===== src/rtl/usb_packet_rx.sv =====
// USB full/low-speed packet receiver: oversampled bit recovery, NRZI decode, unstuffing,
// SYNC/PID/payload/CRC16 capture, EOP detection and a held result with overflow tracking.
module usb_packet_rx #(
   parameter int unsigned SAMPLES_PER_BIT = 30,
   parameter int unsigned MAX_BYTES       = 8
) (
   input  logic                             clk,
   input  logic                             rst,
   input  logic [1:0]                       USBdata,
   output logic [7:0]                       PID_data,
   output logic [8*MAX_BYTES-1:0]           data,
   output logic [$clog2(MAX_BYTES+1)-1:0]   byte_count,
   output logic [15:0]                      CRC_data,
   output logic                             EOP_found,
   output logic                             pkt_valid,
   input  logic                             pkt_ack,
   output logic [4:0]                       err_flags
);

   localparam int unsigned CW  = $clog2(SAMPLES_PER_BIT);
   localparam int unsigned BCW = $clog2(MAX_BYTES + 1);
   localparam int unsigned TW  = $clog2(MAX_BYTES + 3);
   localparam int unsigned DW  = 8 * MAX_BYTES;

   localparam logic [1:0] LINE_J   = 2'b10;
   localparam logic [1:0] LINE_K   = 2'b01;
   localparam logic [1:0] LINE_SE0 = 2'b00;
   localparam logic [1:0] LINE_SE1 = 2'b11;

   localparam int unsigned E_OVF = 4;
   localparam int unsigned E_ALN = 3;
   localparam int unsigned E_LEN = 2;
   localparam int unsigned E_CRC = 1;
   localparam int unsigned E_PID = 0;

   typedef enum logic [2:0] {
      S_IDLE, S_SYNC, S_PID, S_DATA, S_EOP, S_HOLD
   } state_e;

   // Serial CRC16 step, bits fed in line order
   function automatic logic [15:0] crc16_step(input logic [15:0] c, input logic b);
      logic fb;
      fb = b ^ c[15];
      return {c[14:0], 1'b0} ^ (fb ? 16'h8005 : 16'h0000);
   endfunction

   state_e            state_q, state_d;
   logic [1:0]        line_q;
   logic [CW-1:0]     cnt_q;
   logic              prev_j_q, prev_j_d;
   logic [2:0]        sync_cnt_q, sync_cnt_d;
   logic [2:0]        run_q, run_d;
   logic [2:0]        bit_cnt_q, bit_cnt_d;
   logic [7:0]        shift_q, shift_d;
   logic [7:0]        pid_q, pid_d;
   logic [TW-1:0]     tot_q, tot_d;
   logic [7:0]        dly0_q, dly0_d;
   logic [7:0]        dly1_q, dly1_d;
   logic [DW-1:0]     buf_q, buf_d;
   logic [15:0]       crc_q, crc_d;
   logic              aln_q, aln_d;
   logic              len_q, len_d;
   logic [1:0]        se0_cnt_q, se0_cnt_d;
   logic              discard_q, discard_d;

   logic [7:0]        pid_o_q, pid_o_d;
   logic [DW-1:0]     data_o_q, data_o_d;
   logic [BCW-1:0]    cnt_o_q, cnt_o_d;
   logic [15:0]       crc_o_q, crc_o_d;
   logic [4:0]        err_o_q, err_o_d;
   logic              eop_q, eop_d;
   logic              valid_q, valid_d;

   logic [CW-1:0]     cnt_c;
   logic              stb_c, is_j_c, is_k_c, is_se0_c, is_se1_c, is_jk_c, dbit_c;
   logic              ack_c, sync_det_c, start_c;
   logic [DW-1:0]     lat_data_c;
   logic [BCW-1:0]    lat_cnt_c;
   logic [15:0]       lat_crc_c;
   logic [4:0]        lat_err_c;

   // Bit-time counter realigns on every line change; one sample per bit at mid-bit
   assign cnt_c    = (USBdata != line_q) ? '0 :
                     (cnt_q == CW'(SAMPLES_PER_BIT - 1)) ? '0 : cnt_q + CW'(1);
   assign stb_c    = (cnt_c == CW'(SAMPLES_PER_BIT / 2));
   assign is_j_c   = (USBdata == LINE_J);
   assign is_k_c   = (USBdata == LINE_K);
   assign is_se0_c = (USBdata == LINE_SE0);
   assign is_se1_c = (USBdata == LINE_SE1);
   assign is_jk_c  = is_j_c | is_k_c;
   assign dbit_c   = (is_j_c == prev_j_q);

   assign ack_c      = valid_q & pkt_ack;
   assign sync_det_c = stb_c && (state_q == S_HOLD) && is_jk_c && dbit_c && (sync_cnt_q == 3'd7);
   assign start_c    = stb_c && (((state_q == S_IDLE) && is_k_c) || (sync_det_c && ack_c));

   // Result image captured when an EOP completes
   always_comb begin
      lat_data_c = buf_q;
      lat_cnt_c  = '0;
      lat_crc_c  = '0;
      lat_err_c  = '0;
      lat_err_c[E_PID] = (pid_q[7:4] != ~pid_q[3:0]);
      lat_err_c[E_ALN] = aln_q || (bit_cnt_q != 3'd0);
      lat_err_c[E_LEN] = len_q;
      if (pid_q[1:0] == 2'b11) begin
         if (tot_q < TW'(2)) begin
            lat_err_c[E_LEN] = 1'b1;
         end else begin
            lat_cnt_c        = BCW'(tot_q - TW'(2));
            lat_crc_c        = {dly0_q, dly1_q};
            lat_err_c[E_CRC] = (crc_q != 16'h800D);
         end
      end else begin
         if (tot_q > TW'(MAX_BYTES)) begin
            lat_err_c[E_LEN] = 1'b1;
            lat_cnt_c        = BCW'(MAX_BYTES);
         end else begin
            lat_cnt_c = BCW'(tot_q);
         end
         // Bytes still in the delay buffer belong to the payload for non-data PIDs
         for (int i = 0; i < int'(MAX_BYTES); i++) begin
            if (int'(tot_q) == i + 1) begin
               lat_data_c[8*i +: 8] = dly0_q;
            end else if (int'(tot_q) == i + 2) begin
               lat_data_c[8*i +: 8] = dly1_q;
            end
         end
      end
   end

   always_comb begin
      state_d    = state_q;
      prev_j_d   = prev_j_q;
      sync_cnt_d = sync_cnt_q;
      run_d      = run_q;
      bit_cnt_d  = bit_cnt_q;
      shift_d    = shift_q;
      pid_d      = pid_q;
      tot_d      = tot_q;
      dly0_d     = dly0_q;
      dly1_d     = dly1_q;
      buf_d      = buf_q;
      crc_d      = crc_q;
      aln_d      = aln_q;
      len_d      = len_q;
      se0_cnt_d  = se0_cnt_q;
      discard_d  = discard_q;
      pid_o_d    = pid_o_q;
      data_o_d   = data_o_q;
      cnt_o_d    = cnt_o_q;
      crc_o_d    = crc_o_q;
      err_o_d    = err_o_q;
      eop_d      = 1'b0;
      valid_d    = valid_q;

      if (ack_c) begin
         valid_d = 1'b0;
      end

      if (start_c) begin
         bit_cnt_d = '0;
         shift_d   = '0;
         pid_d     = '0;
         tot_d     = '0;
         dly0_d    = '0;
         dly1_d    = '0;
         buf_d     = '0;
         crc_d     = 16'hFFFF;
         aln_d     = 1'b0;
         len_d     = 1'b0;
         se0_cnt_d = '0;
         run_d     = '0;
         discard_d = 1'b0;
      end

      if (state_q == S_HOLD && ack_c && !sync_det_c) begin
         state_d = S_IDLE;
      end

      if (stb_c) begin
         if (is_jk_c) begin
            prev_j_d = is_j_c;
         end else if (is_se0_c) begin
            prev_j_d = 1'b1;
         end

         case (state_q)
            S_IDLE: begin
               if (is_k_c) begin
                  state_d    = S_SYNC;
                  sync_cnt_d = 3'd1;
               end
            end
            S_SYNC: begin
               if (is_se1_c) begin
                  aln_d   = 1'b1;
                  state_d = S_EOP;
               end else if (!is_jk_c) begin
                  state_d = S_IDLE;
               end else if (!dbit_c && sync_cnt_q != 3'd7) begin
                  sync_cnt_d = sync_cnt_q + 3'd1;
               end else if (dbit_c && sync_cnt_q == 3'd7) begin
                  state_d = S_PID;
                  run_d   = 3'd1;
               end else begin
                  state_d = S_IDLE;
               end
            end
            S_PID, S_DATA: begin
               if (is_se0_c) begin
                  state_d   = S_EOP;
                  se0_cnt_d = 2'd1;
               end else if (is_se1_c) begin
                  aln_d   = 1'b1;
                  state_d = S_EOP;
               end else if (run_q == 3'd6) begin
                  // Stuffed position: a 0 is dropped, a 1 is a framing violation
                  run_d = '0;
                  if (dbit_c) begin
                     aln_d   = 1'b1;
                     state_d = S_EOP;
                  end
               end else begin
                  run_d     = dbit_c ? run_q + 3'd1 : 3'd0;
                  shift_d   = {dbit_c, shift_q[7:1]};
                  bit_cnt_d = bit_cnt_q + 3'd1;
                  if (state_q == S_DATA) begin
                     crc_d = crc16_step(crc_q, dbit_c);
                  end
                  if (bit_cnt_q == 3'd7) begin
                     if (state_q == S_PID) begin
                        pid_d   = shift_d;
                        state_d = S_DATA;
                     end else if (tot_q == TW'(MAX_BYTES + 2)) begin
                        len_d = 1'b1;
                     end else begin
                        tot_d  = tot_q + TW'(1);
                        dly1_d = dly0_q;
                        dly0_d = shift_d;
                        for (int i = 0; i < int'(MAX_BYTES); i++) begin
                           if (int'(tot_q) == i + 2) begin
                              buf_d[8*i +: 8] = dly1_q;
                           end
                        end
                     end
                  end
               end
            end
            S_EOP: begin
               if (is_se0_c) begin
                  if (se0_cnt_q != 2'd2) begin
                     se0_cnt_d = se0_cnt_q + 2'd1;
                  end
               end else if (is_j_c && se0_cnt_q == 2'd2) begin
                  eop_d      = 1'b1;
                  se0_cnt_d  = '0;
                  sync_cnt_d = '0;
                  if (discard_q) begin
                     discard_d = 1'b0;
                     state_d   = valid_d ? S_HOLD : S_IDLE;
                  end else begin
                     pid_o_d  = pid_q;
                     data_o_d = lat_data_c;
                     cnt_o_d  = lat_cnt_c;
                     crc_o_d  = lat_crc_c;
                     err_o_d  = lat_err_c;
                     valid_d  = 1'b1;
                     state_d  = S_HOLD;
                  end
               end else begin
                  se0_cnt_d = '0;
               end
            end
            S_HOLD: begin
               // Watch for a new SYNC while the previous result is still unread
               if (!is_jk_c) begin
                  sync_cnt_d = '0;
               end else if (!dbit_c) begin
                  sync_cnt_d = (sync_cnt_q == 3'd7) ? 3'd0 : sync_cnt_q + 3'd1;
               end else if (sync_cnt_q == 3'd7) begin
                  sync_cnt_d = '0;
                  if (ack_c) begin
                     state_d = S_PID;
                     run_d   = 3'd1;
                  end else begin
                     err_o_d[E_OVF] = 1'b1;
                     discard_d      = 1'b1;
                     se0_cnt_d      = '0;
                     state_d        = S_EOP;
                  end
               end else begin
                  sync_cnt_d = '0;
               end
            end
            default: state_d = S_IDLE;
         endcase
      end
   end

   always_ff @(posedge clk or posedge rst) begin
      if (rst) begin
         state_q    <= S_IDLE;
         line_q     <= LINE_J;
         cnt_q      <= '0;
         prev_j_q   <= 1'b1;
         sync_cnt_q <= '0;
         run_q      <= '0;
         bit_cnt_q  <= '0;
         shift_q    <= '0;
         pid_q      <= '0;
         tot_q      <= '0;
         dly0_q     <= '0;
         dly1_q     <= '0;
         buf_q      <= '0;
         crc_q      <= 16'hFFFF;
         aln_q      <= 1'b0;
         len_q      <= 1'b0;
         se0_cnt_q  <= '0;
         discard_q  <= 1'b0;
         pid_o_q    <= '0;
         data_o_q   <= '0;
         cnt_o_q    <= '0;
         crc_o_q    <= '0;
         err_o_q    <= '0;
         eop_q      <= 1'b0;
         valid_q    <= 1'b0;
      end else begin
         state_q    <= state_d;
         line_q     <= USBdata;
         cnt_q      <= cnt_c;
         prev_j_q   <= prev_j_d;
         sync_cnt_q <= sync_cnt_d;
         run_q      <= run_d;
         bit_cnt_q  <= bit_cnt_d;
         shift_q    <= shift_d;
         pid_q      <= pid_d;
         tot_q      <= tot_d;
         dly0_q     <= dly0_d;
         dly1_q     <= dly1_d;
         buf_q      <= buf_d;
         crc_q      <= crc_d;
         aln_q      <= aln_d;
         len_q      <= len_d;
         se0_cnt_q  <= se0_cnt_d;
         discard_q  <= discard_d;
         pid_o_q    <= pid_o_d;
         data_o_q   <= data_o_d;
         cnt_o_q    <= cnt_o_d;
         crc_o_q    <= crc_o_d;
         err_o_q    <= err_o_d;
         eop_q      <= eop_d;
         valid_q    <= valid_d;
      end
   end

   assign PID_data   = pid_o_q;
   assign data       = data_o_q;
   assign byte_count = cnt_o_q;
   assign CRC_data   = crc_o_q;
   assign err_flags  = err_o_q;
   assign EOP_found  = eop_q;
   assign pkt_valid  = valid_q;

endmodule


===== config.mk =====
export PLATFORM = sky130hd
export DESIGN_NAME = usb_packet_rx
export DESIGN_NICKNAME = d
export VERILOG_FILES = /design/src/rtl/usb_packet_rx.sv
export SDC_FILE = /design/constraint.sdc
export NUM_CORES = 1
export LEC_CHECK = 0
export BUFFER_PORTS_ARGS = -buffer_cell sky130_fd_sc_hd__buf_2
export CAP_MARGIN = 40
export CELL_PAD_IN_SITES_DETAIL_PLACEMENT = 1
export CELL_PAD_IN_SITES_GLOBAL_PLACEMENT = 2
export CORE_UTILIZATION = 36
export DETAILED_ROUTE_END_ITERATION = 8
export PLACE_DENSITY = 0.75
export SETUP_SLACK_MARGIN = 0.3
export SKIP_LAST_GASP = 1
export SLEW_MARGIN = 10
export SYNTH_ARGS = -nofsm -noshare
export SYNTH_HDL_FRONTEND = slang
export SYNTH_SLANG_ARGS = --single-unit

===== constraint.sdc =====
create_clock -name clk -period 7.8 [get_ports clk]
set_input_delay 1.17 -clock clk [delete_from_list [all_inputs] [get_ports clk]]
set_output_delay 1.17 -clock clk [all_outputs]
set_load 0.01 [all_outputs]

==> results of run 1 <==
==> power by group through the flow <==
stage                     logic (W)  registers (W)  clock network, W
after global placement    0.0000524        0.00127                 0
after detailed placement  0.0000546        0.00127                 0
after CTS                 0.0000549        0.00124           0.00134
after global routing      0.0000599        0.00124           0.00139
after floorplan           0.0000349        0.00127                 0
final                     0.0000523        0.00124           0.00131
==> area by class of cell <==
type / count / area, um^2
fill: 3415 / 18200
tap: 402 / 503
clock buffer: 39 / 791
clock inverter: 7 / 116
multi-input combinational: 670 / 5170
inverter: 37 / 143
sequential: 239 / 6000
timing repair buffer: 129 / 782
==> metrics by stage <==
stage	power (W)	area (um^2)	hold WS, ps
3_5_place_dp	0.00132	12600	471
3_3_place_gp	0.00132	12500	462
4_1_cts	0.00264	13500	485
2_1_floorplan	0.00130	11600	444
6_report	0.00260	13500	481
5_1_grt	0.00270	13500	503
==> cells by family (layout without fill, tap and decap cells) <==
logic type | after synthesis | in the layout
buffers and inverters | 118 | 212
muxes | 106 | 106
adders and majority gates | 20 | 20
AOI/OAI and AO/OA | 322 | 322
and+or+nand+nor | 205 | 205
DFF | 239 | 239
xor gates and xnor gates | 17 | 17
==> state kept, by name (all words and copies together) (netlist names), 8 cells and up <==
signal,flops
data,64
buf_q,64
dly1_q,8
dly0_q,8
pid_q,8
PID_data,8
crc_q,16
CRC_data,16
==> critical path: stages (launching register included) <==
cell     delay (ps)
dfrtp_1         460
ha_1            390
nor4_4          470
nand3_2         490
nor3_4          280
buf_4           470
buf_4           700
mux2_2          410
==> cell usage in the layout, fill, tap and decap left out, types with 27 or more instances in the layout <==
| cell | instances |
|---|---|
| dfrtp_1 | 221 |
| buf_2 | 104 |
| mux2_2 | 81 |
| a22o_1 | 79 |
| nor2_1 | 59 |
| o22ai_1 | 58 |
| nand2_1 | 49 |
| inv_1 | 35 |
| a2bb2oi_1 | 33 |
| a21oi_1 | 32 |
| clkbuf_16 | 27 |
==> metal layers <==
layer	GRT usage, %	vias to the layer above	wire length [um]
li1	-	4008	-
met1	30.9	4582	16700
met2	33.5	211	16000
met3	3.01	49	1530
met4	4.94	0	542
met5	0	-	0
==> worst paths after layout <==
kind                            startpoint         to  slack (ps)  cells after the start
worst max-delay path              cnt_q[0]   data[19]        3860                      7
worst min-delay path              data[28]   data[28]         480                      1
worst max register to register    cnt_q[0]   data[19]        3860                      7
worst min register to register    data[28]   data[28]         480                      1
max in group asynchronous              rst  buf_q[42]        5460                      4
min in group asynchronous              rst  buf_q[21]         550                      2
==> results.ini, run 1 <==
[status]
status = complete, no violations

[yosys]
yosysUniqueCellTypes = 79
yosys.cell_count.top_type = dfrtp_1
synth_top_family_by_area = compound AO/OA/AOI/OAI gates
synth.mux.area_fraction_pct = 10.0
yosys_warnings = 0
synth.cell_area_mm2 = 0.0116
dominantRegCellSynth = dfrtp_1
post_synth_inst_count = 1027
synth.cells.most_frequent = dfrtp_1, mux2_2, a22o_1
synth-xor-area-share_pct = 1.41
adder_cell_fraction_of_synth_area_pct = 2.15
compound_gate_portion_of_the_synthesized_area_pct = 21.0
yosys.area.top_type_share_pct = 47.5
synthesized_area_fraction_occupied_by_and_or_nand_nor_cells_pct = 9.72
syn_avg_cell_area_um2 = 11.3
synth_edf_count = 0
synth-seq-area-share_pct = 51.6
ys_ff_latch = 239
syn_nets = 1052
async_flop_share_pct = 100
post_synth_main_area_contributors = dfrtp_1, mux2_2, a22o_1, dfstp_2, o22ai_1
synth_top_area_cell = dfrtp_1

[clock_tree]
postCtsHoldBufs = 0
clock_latency_ps = 540
post_cts_resized = 0
clock_sinks = 239
clockRootBuffer = clkbuf_16
clkTransAtPathRegs_ps = 60
tritoncts_clock_tree = built
cts_buffers = 27
ctsHtreeMaxLevel = 1
postCtsSetupRepairBufs = 0
cts_max_path_buffers = 3

[placement]
place_congestion = 0.793
io_buffers = 103
dp.final_hpwl_mm = 23.0
place_ws_ps = 3310
placed_cells = 1477

[sta]
setup_violations = 0
min_period_over_period_pct = 50.6
fmax_mhz = 254
layout_setup_ws_ps = 3860
totalNegativeSetupSlack_ps = 0
drv_slew = 0
worst_slew_pin_slew_ps = 926
skew_final_ps = 15.4
finalHoldViolations = 0
grt_setup_unrepaired = no
fin_crit_period_ps = 3940
worst_slew_margin_rel_pct = 38.2

[hold_path]
hold_path_class = reg2reg

[global_route]
grt_overflow = 0
global_route.usage.total_pct = 21.3
first_global_vias = 9258
grt_pass1_wl_mm = 55.3
grt_start_max_net_pins = 63
grt_antenna_before_repair = 0

[pwr]
intPower_w = 0.00205
powerDensity_mw_per_mm2 = 193
seq_power_share_pct = 47.8
switching_power_w = 0.000553
irDropWorstVdd_mv = 0.149
switching_fraction_pct = 21.2
cellLeakagePower_nw = 6.39
power.share.combinational_pct = 2.0
power.share.clock_pct = 50.2

[setup_path]
setup.worst_path.class = reg2reg
worstSetupStartpointType = flip-flop
critical_path.endpoint_type = flip-flop
crit_arrival_ps = 4360
timing.critical_path.fanout_max = 57
critical_path_required_ps = 8220

[die]
placement_rows = 65
die-area_mm2 = 0.0331
floorplan.core_area_mm2 = 0.0317
top_level_ports = 104
die_width_um = 182
initial_core_util_pct = 36.7
die-height_um = 182

[drt]
drcViolationCount = 0
wire_per_inst_um = 22.8
drtIter0Drc = 624
firstDrtPassIters = 5
antenna_violating_nets_post_route = 0
via_per_instance_ratio = 5.81
postRouteWirelength_mm = 34.7
num_vias = 8850

[finish]
insertedDiodeCount = 0
post-route-util_pct = 42.6
drive_above_1_share_pct = 26.8
synthToLayoutAreaGrowth_pct = 16.0
post_layout_nonfiller_instances = 1523
nets = 1129

[run]
drv_cap = 0

Note: power is estimated with default switching activity, not from simulation.
==> inputs of run 2 (changes only) <==
==> constraint.sdc (replaced) <==
create_clock -name clk -period 3.3 [get_ports clk]
set_input_delay 0.495 -clock clk [delete_from_list [all_inputs] [get_ports clk]]
set_output_delay 0.495 -clock clk [all_outputs]
set_load 0.01 [all_outputs]
==> results.ini, run 2 (synthesized netlist as in run 1, its figures left out) <==
[global_route]
grt_overflow = 0
global_route.usage.total_pct = 21.6
grt_pass1_wl_mm = 56.2
first_global_vias = 9461
grt_antenna_before_repair = 0
grt_start_max_net_pins = 76

[drt]
postRouteWirelength_mm = 35.1
drtIter0Drc = 537
antenna_violating_nets_post_route = 0
drcViolationCount = 0
via_per_instance_ratio = 5.84
firstDrtPassIters = 5
wire_per_inst_um = 22.5
num_vias = 9131

[setup_path]
critical_path.endpoint_type = flip-flop
critical_path_required_ps = 3720
crit_path_start = tot_q[1]
worstReg2RegEnd = data[24]
r2r_cells = 6
crit_arrival_ps = 3180
worst-r2r-setup-slack_ps = 540
critical_path.reg2reg.startpoint = tot_q[1]
timing.critical_path.fanout_max = 17
setup.worst_path.class = reg2reg
worstSetupStartpointType = flip-flop
endpoint_of_the_most_critical_setup_path = data[24]

[clock_tree]
clkTransAtPathRegs_ps = 60
postCtsHoldBufs = 0
clockRootBuffer = clkbuf_16
post_cts_resized = 0
ctsHtreeMaxLevel = 1
cts_buffers = 27
cts_max_path_buffers = 3
clock_sinks = 239
postCtsSetupRepairBufs = 4
tritoncts_clock_tree = built
clock_latency_ps = 540

[pwr]
irDropWorstVdd_mv = 0.353
cellLeakagePower_nw = 6.64
powerDensity_mw_per_mm2 = 452
total_power_w = 0.00629

[finish]
fill_cells = 3443
most_frequent_standard_cell_in_the_layout_excluding_fill_and_tap_cells = dfrtp_1
post-route-util_pct = 43.9
synthToLayoutAreaGrowth_pct = 19.5
insertedDiodeCount = 0
nets = 1167
commonest_cells_after_routing_fill_and_taps_aside = dfrtp_1, buf_2, mux2_2
drive_above_1_share_pct = 29.4

[die]
die-height_um = 182
die_width_um = 182
initial_core_util_pct = 36.7
top_level_ports = 104
floorplan.core_area_mm2 = 0.0317
placement_rows = 65
die-area_mm2 = 0.0331

[placement]
dp.final_hpwl_mm = 23.6
place_congestion = 0.791
io_buffers = 103

[sta]
min_period_over_period_pct = 83.7
drv_slew = 0
worst_slew_pin_slew_ps = 897
skew_final_ps = 20.3
fmax_mhz = 362
grt_setup_unrepaired = no
worst_slew_margin_rel_pct = 40.2
fin_crit_period_ps = 2760
setup_violations = 0
finalHoldViolations = 0

[hold_path]
hold_path_class = in2async

[status]
status = complete, no violations

[run]
drv_cap = 0

run 2: cell types whose count changed in the layout (fill, tap and decap cells not counted), sizes merged:
cell | before | now
buf | 129 | 167
clkinv | 2 | 8
clkbuf | 39 | 36
bufinv | 3 | 5
clkinvlp | 2 | 1
inv | 37 | 36
run 2: stage by stage:
| step | setup TNS [ps] | std cells | setup slack (ps) | area [um^2] | hold slack, ps |
|---|---|---|---|---|---|
| 2_1_floorplan | -69430 | 1027 | -314 | 11600 | 444 |
| 6_report | 0 | 1564 | 538 | 13900 | 31.1 |
| 5_1_grt | 0 | 1564 | 462 | 13900 | 62.4 |
| 4_1_cts | 0 | 1564 | 632 | 13900 | 34.7 |
| 3_5_place_dp | 0 | 1511 | 221 | 12900 | 471 |
| 3_3_place_gp | 0 | 1506 | 303 | 12800 | 464 |
run 2: area by class of cell:
class                           count  area [um^2]  area share [%]
Clock inverter                     13          194            1.39
Inverter                           37          143            1.03
Timing Repair Buffer              167         1150            8.24
Multi-Input combinational cell    670         5170            37.1
Tap cell                          402          503            3.61
Clock buffer                       36          759            5.46
Sequential cell                   239         6000            43.1
run 2: worst min path at each step:
| stage | startpoint | endpoint | slack, ps | cells past startpoint |
|---|---|---|---|---|
| detailed placement | data[23] | data[23] | 470 | 1 |
| global route | rst | CRC_data[2] | 60 | 2 |
| global placement | data[23] | data[23] | 460 | 1 |
| CTS | rst | CRC_data[5] | 30 | 2 |
| floorplan | aln_q | aln_q | 440 | 2 |
| finish | rst | CRC_data[5] | 30 | 2 |
run 2: worst max-delay path: stages, from the launching register on:
cell and delay, ps:
dfrtp_1 520, inv_1 200, ha_1 640, nand3_1 490
o22ai_1 230, o2bb2a_1 280, mux2_2 280
run 2: report_power, final:
group / internal [W] / switching (W) / leakage, nW
Sequential: 0.00294 / 0.00000429 / 3.16
Clock: 0.00200 / 0.00122 / 0.476
Combinational: 0.0000312 / 0.0000979 / 3.00
run 2: routing by layer:
metal,up-vias,track usage (%),share of wire [%]
met5,-,0,0
met1,4756,31.8,48
li1,4105,-,-
met2,210,33.4,45
met4,0,5.95,2.5
met3,60,2.53,4.1
==> inputs of run 3 (changes only) <==
--- a/config.mk
+++ b/config.mk
@@ -9,9 +9,9 @@
 export CAP_MARGIN = 40
 export CELL_PAD_IN_SITES_DETAIL_PLACEMENT = 1
 export CELL_PAD_IN_SITES_GLOBAL_PLACEMENT = 2
-export CORE_UTILIZATION = 36
+export CORE_UTILIZATION = 40
 export DETAILED_ROUTE_END_ITERATION = 8
-export PLACE_DENSITY = 0.75
+export PLACE_DENSITY = 0.79
 export SETUP_SLACK_MARGIN = 0.3
 export SKIP_LAST_GASP = 1
 export SLEW_MARGIN = 10
==> constraint.sdc (replaced) <==
create_clock -name clk -period 2.8 [get_ports clk]
set_input_delay 0.42 -clock clk [delete_from_list [all_inputs] [get_ports clk]]
set_output_delay 0.42 -clock clk [all_outputs]
set_load 0.01 [all_outputs]
==> results.ini, run 3 (synthesized netlist as in run 1, its figures left out) <==
[hold_path]
worst_hold_path.endpoint = line_q[1]
hold_depth = 1
hold_path_class = in2reg
holdCritStartpoint = USBdata[1]

[run]
drv_cap = 0

[pwr]
total_power_w = 0.00705
irDropWorstVdd_mv = 0.412
cellLeakagePower_nw = 6.72
powerDensity_mw_per_mm2 = 500

[finish]
insertedDiodeCount = 0
commonest_cells_after_routing_fill_and_taps_aside = dfrtp_1, buf_2, mux2_2
nets = 1192
synthToLayoutAreaGrowth_pct = 21.1
fill_cells = 3062
design_area_mm2 = 0.0141
drive_above_1_share_pct = 32.2
most_frequent_standard_cell_in_the_layout_excluding_fill_and_tap_cells = dfrtp_1

[drt]
drcViolationCount = 0
postRouteWirelength_mm = 35.8
antenna_violating_nets_post_route = 0
wl_met3_mm = 1.75
firstDrtPassIters = 4
met2_wirelength_mm = 17.0
via_per_instance_ratio = 5.88
drtIter0Drc = 539
num_vias = 9249
top_layer_used = met4
wl_met1_mm = 16.1
wire_per_inst_um = 22.8

[clock_tree]
clkTransAtPathRegs_ps = 60
clock_latency_ps = 550
clockRootBuffer = clkbuf_16
clock_sinks = 239
ctsHtreeMaxLevel = 1
tritoncts_clock_tree = built
cts_max_path_buffers = 3
cts_buffers = 27

[sta]
whs_ps = 26.0
fin_crit_period_ps = 2420
drv_slew = 0
grt_setup_unrepaired = yes
layout_setup_ws_ps = 378
fmax_mhz = 413
totalNegativeSetupSlack_ps = 0
min_period_over_period_pct = 86.5
finalHoldViolations = 0
worst_slew_pin_slew_ps = 954
worst_slew_margin_rel_pct = 36.4
skew_final_ps = 8.78
setup_violations = 0

[global_route]
grt_overflow = 0
grt_pass1_wl_mm = 56.7
grt_start_max_net_pins = 61
first_global_vias = 9658
grt_antenna_before_repair = 0
global_route.usage.total_pct = 24.0

[setup_path]
worstSetupStartpointType = flip-flop
crit_chain = ha_2, xnor2_2, or4_4, nor3_4, buf_4, buf_6, o31ai_1, buf_4, a22o_1
cp_slowest_cell = or4_4
critical_path.reg2reg.startpoint = cnt_q[0]
critical_path.endpoint_type = flip-flop
worstReg2RegEnd = buf_q[44]
critPathMaxStageDelay_ps = 480
critPathMostFrequentCell = buf_4
path_buf_inv = 3
r2r_cells = 9
timing.critical_path.fanout_max = 8
family_of_cells_with_the_greatest_summed_delay_on_the_critical_path = simple AND/OR/NAND/NOR gates
crit_arrival_ps = 2850
critical_path_required_ps = 3230
worst-r2r-setup-slack_ps = 380
crit_path_start = cnt_q[0]
setup.worst_path.class = reg2reg

[placement]
dp.final_hpwl_mm = 23.4
place_congestion = 0.809
place_ws_ps = -11.2
io_buffers = 103
placedInstanceArea_mm2 = 0.0130

[die]
top_level_ports = 104
die-area_mm2 = 0.0298
floorplan.core_area_mm2 = 0.0287
die_width_um = 173
die-height_um = 173
initial_core_util_pct = 40.6
placement_rows = 62

[status]
status = complete, no violations

==> run 3: stage by stage <==
stage | cells | util [%]
floorplan | 1027 | -
global placement | 1504 | 45.0
detailed placement | 1508 | 45.3
CTS | 1566 | 48.6
global route | 1572 | 49.1
finish | 1572 | 49.1
==> run 3: repair_timing <==
item / CTS / global route
gates cloned: 1 / 1
hold endpoints to repair: 15 / 0
buffers inserted: 6 / 5
resized for setup: 4 / 17
hold buffers: 1 / 0
pin swaps: 5 / 2
setup endpoints to repair: 188 / 150
==> run 3: how the worst max path moves through the flow <==
stage                              to  slack, ps  depth (start not counted)
after global routing         tot_q[0]        270                          9
final                       buf_q[44]        380                          9
after floorplan           CRC_data[0]       -740                          1
after CTS                    tot_q[0]        180                          9
after detailed placement     tot_q[0]        -10                         10
after global placement       tot_q[0]         40                         10
==> run 3: power by group <==
group          leakage, nW  internal [W]  switching, W  total (W)
Clock                0.415       0.00192       0.00149    0.00342
Sequential            3.16       0.00346    0.00000478    0.00346
Combinational         3.15     0.0000478      0.000120   0.000168
==> run 3: layer usage <==
metal	global-route usage, %	vias up
li1	-	4156
met5	0	-
met2	39.5	228
met3	3.67	64
met1	33.1	4801
met4	6.29	0
==> run 3: worst reg2reg max path: stages, from the launching register on <==
cell,delay [ps]
dfrtp_2,450
ha_2,220
xnor2_2,180
or4_4,480
nor3_4,230
buf_4,150
buf_6,90
o31ai_1,80
buf_4,190
a22o_1,240
==> run 3: final cells by class <==
| cell class | instances | area, um^2 | share of cell area [%] |
|---|---|---|---|
| Sequential cell | 239 | 6010 | 42.6 |
| Timing Repair Buffer | 192 | 1370 | 9.68 |
| Tap cell | 384 | 480 | 3.41 |
| Clock buffer | 32 | 714 | 5.07 |
| Multi-Input combinational cell | 670 | 5250 | 37.3 |
| Clock inverter | 18 | 135 | 0.959 |
| Inverter | 37 | 143 | 1.01 |
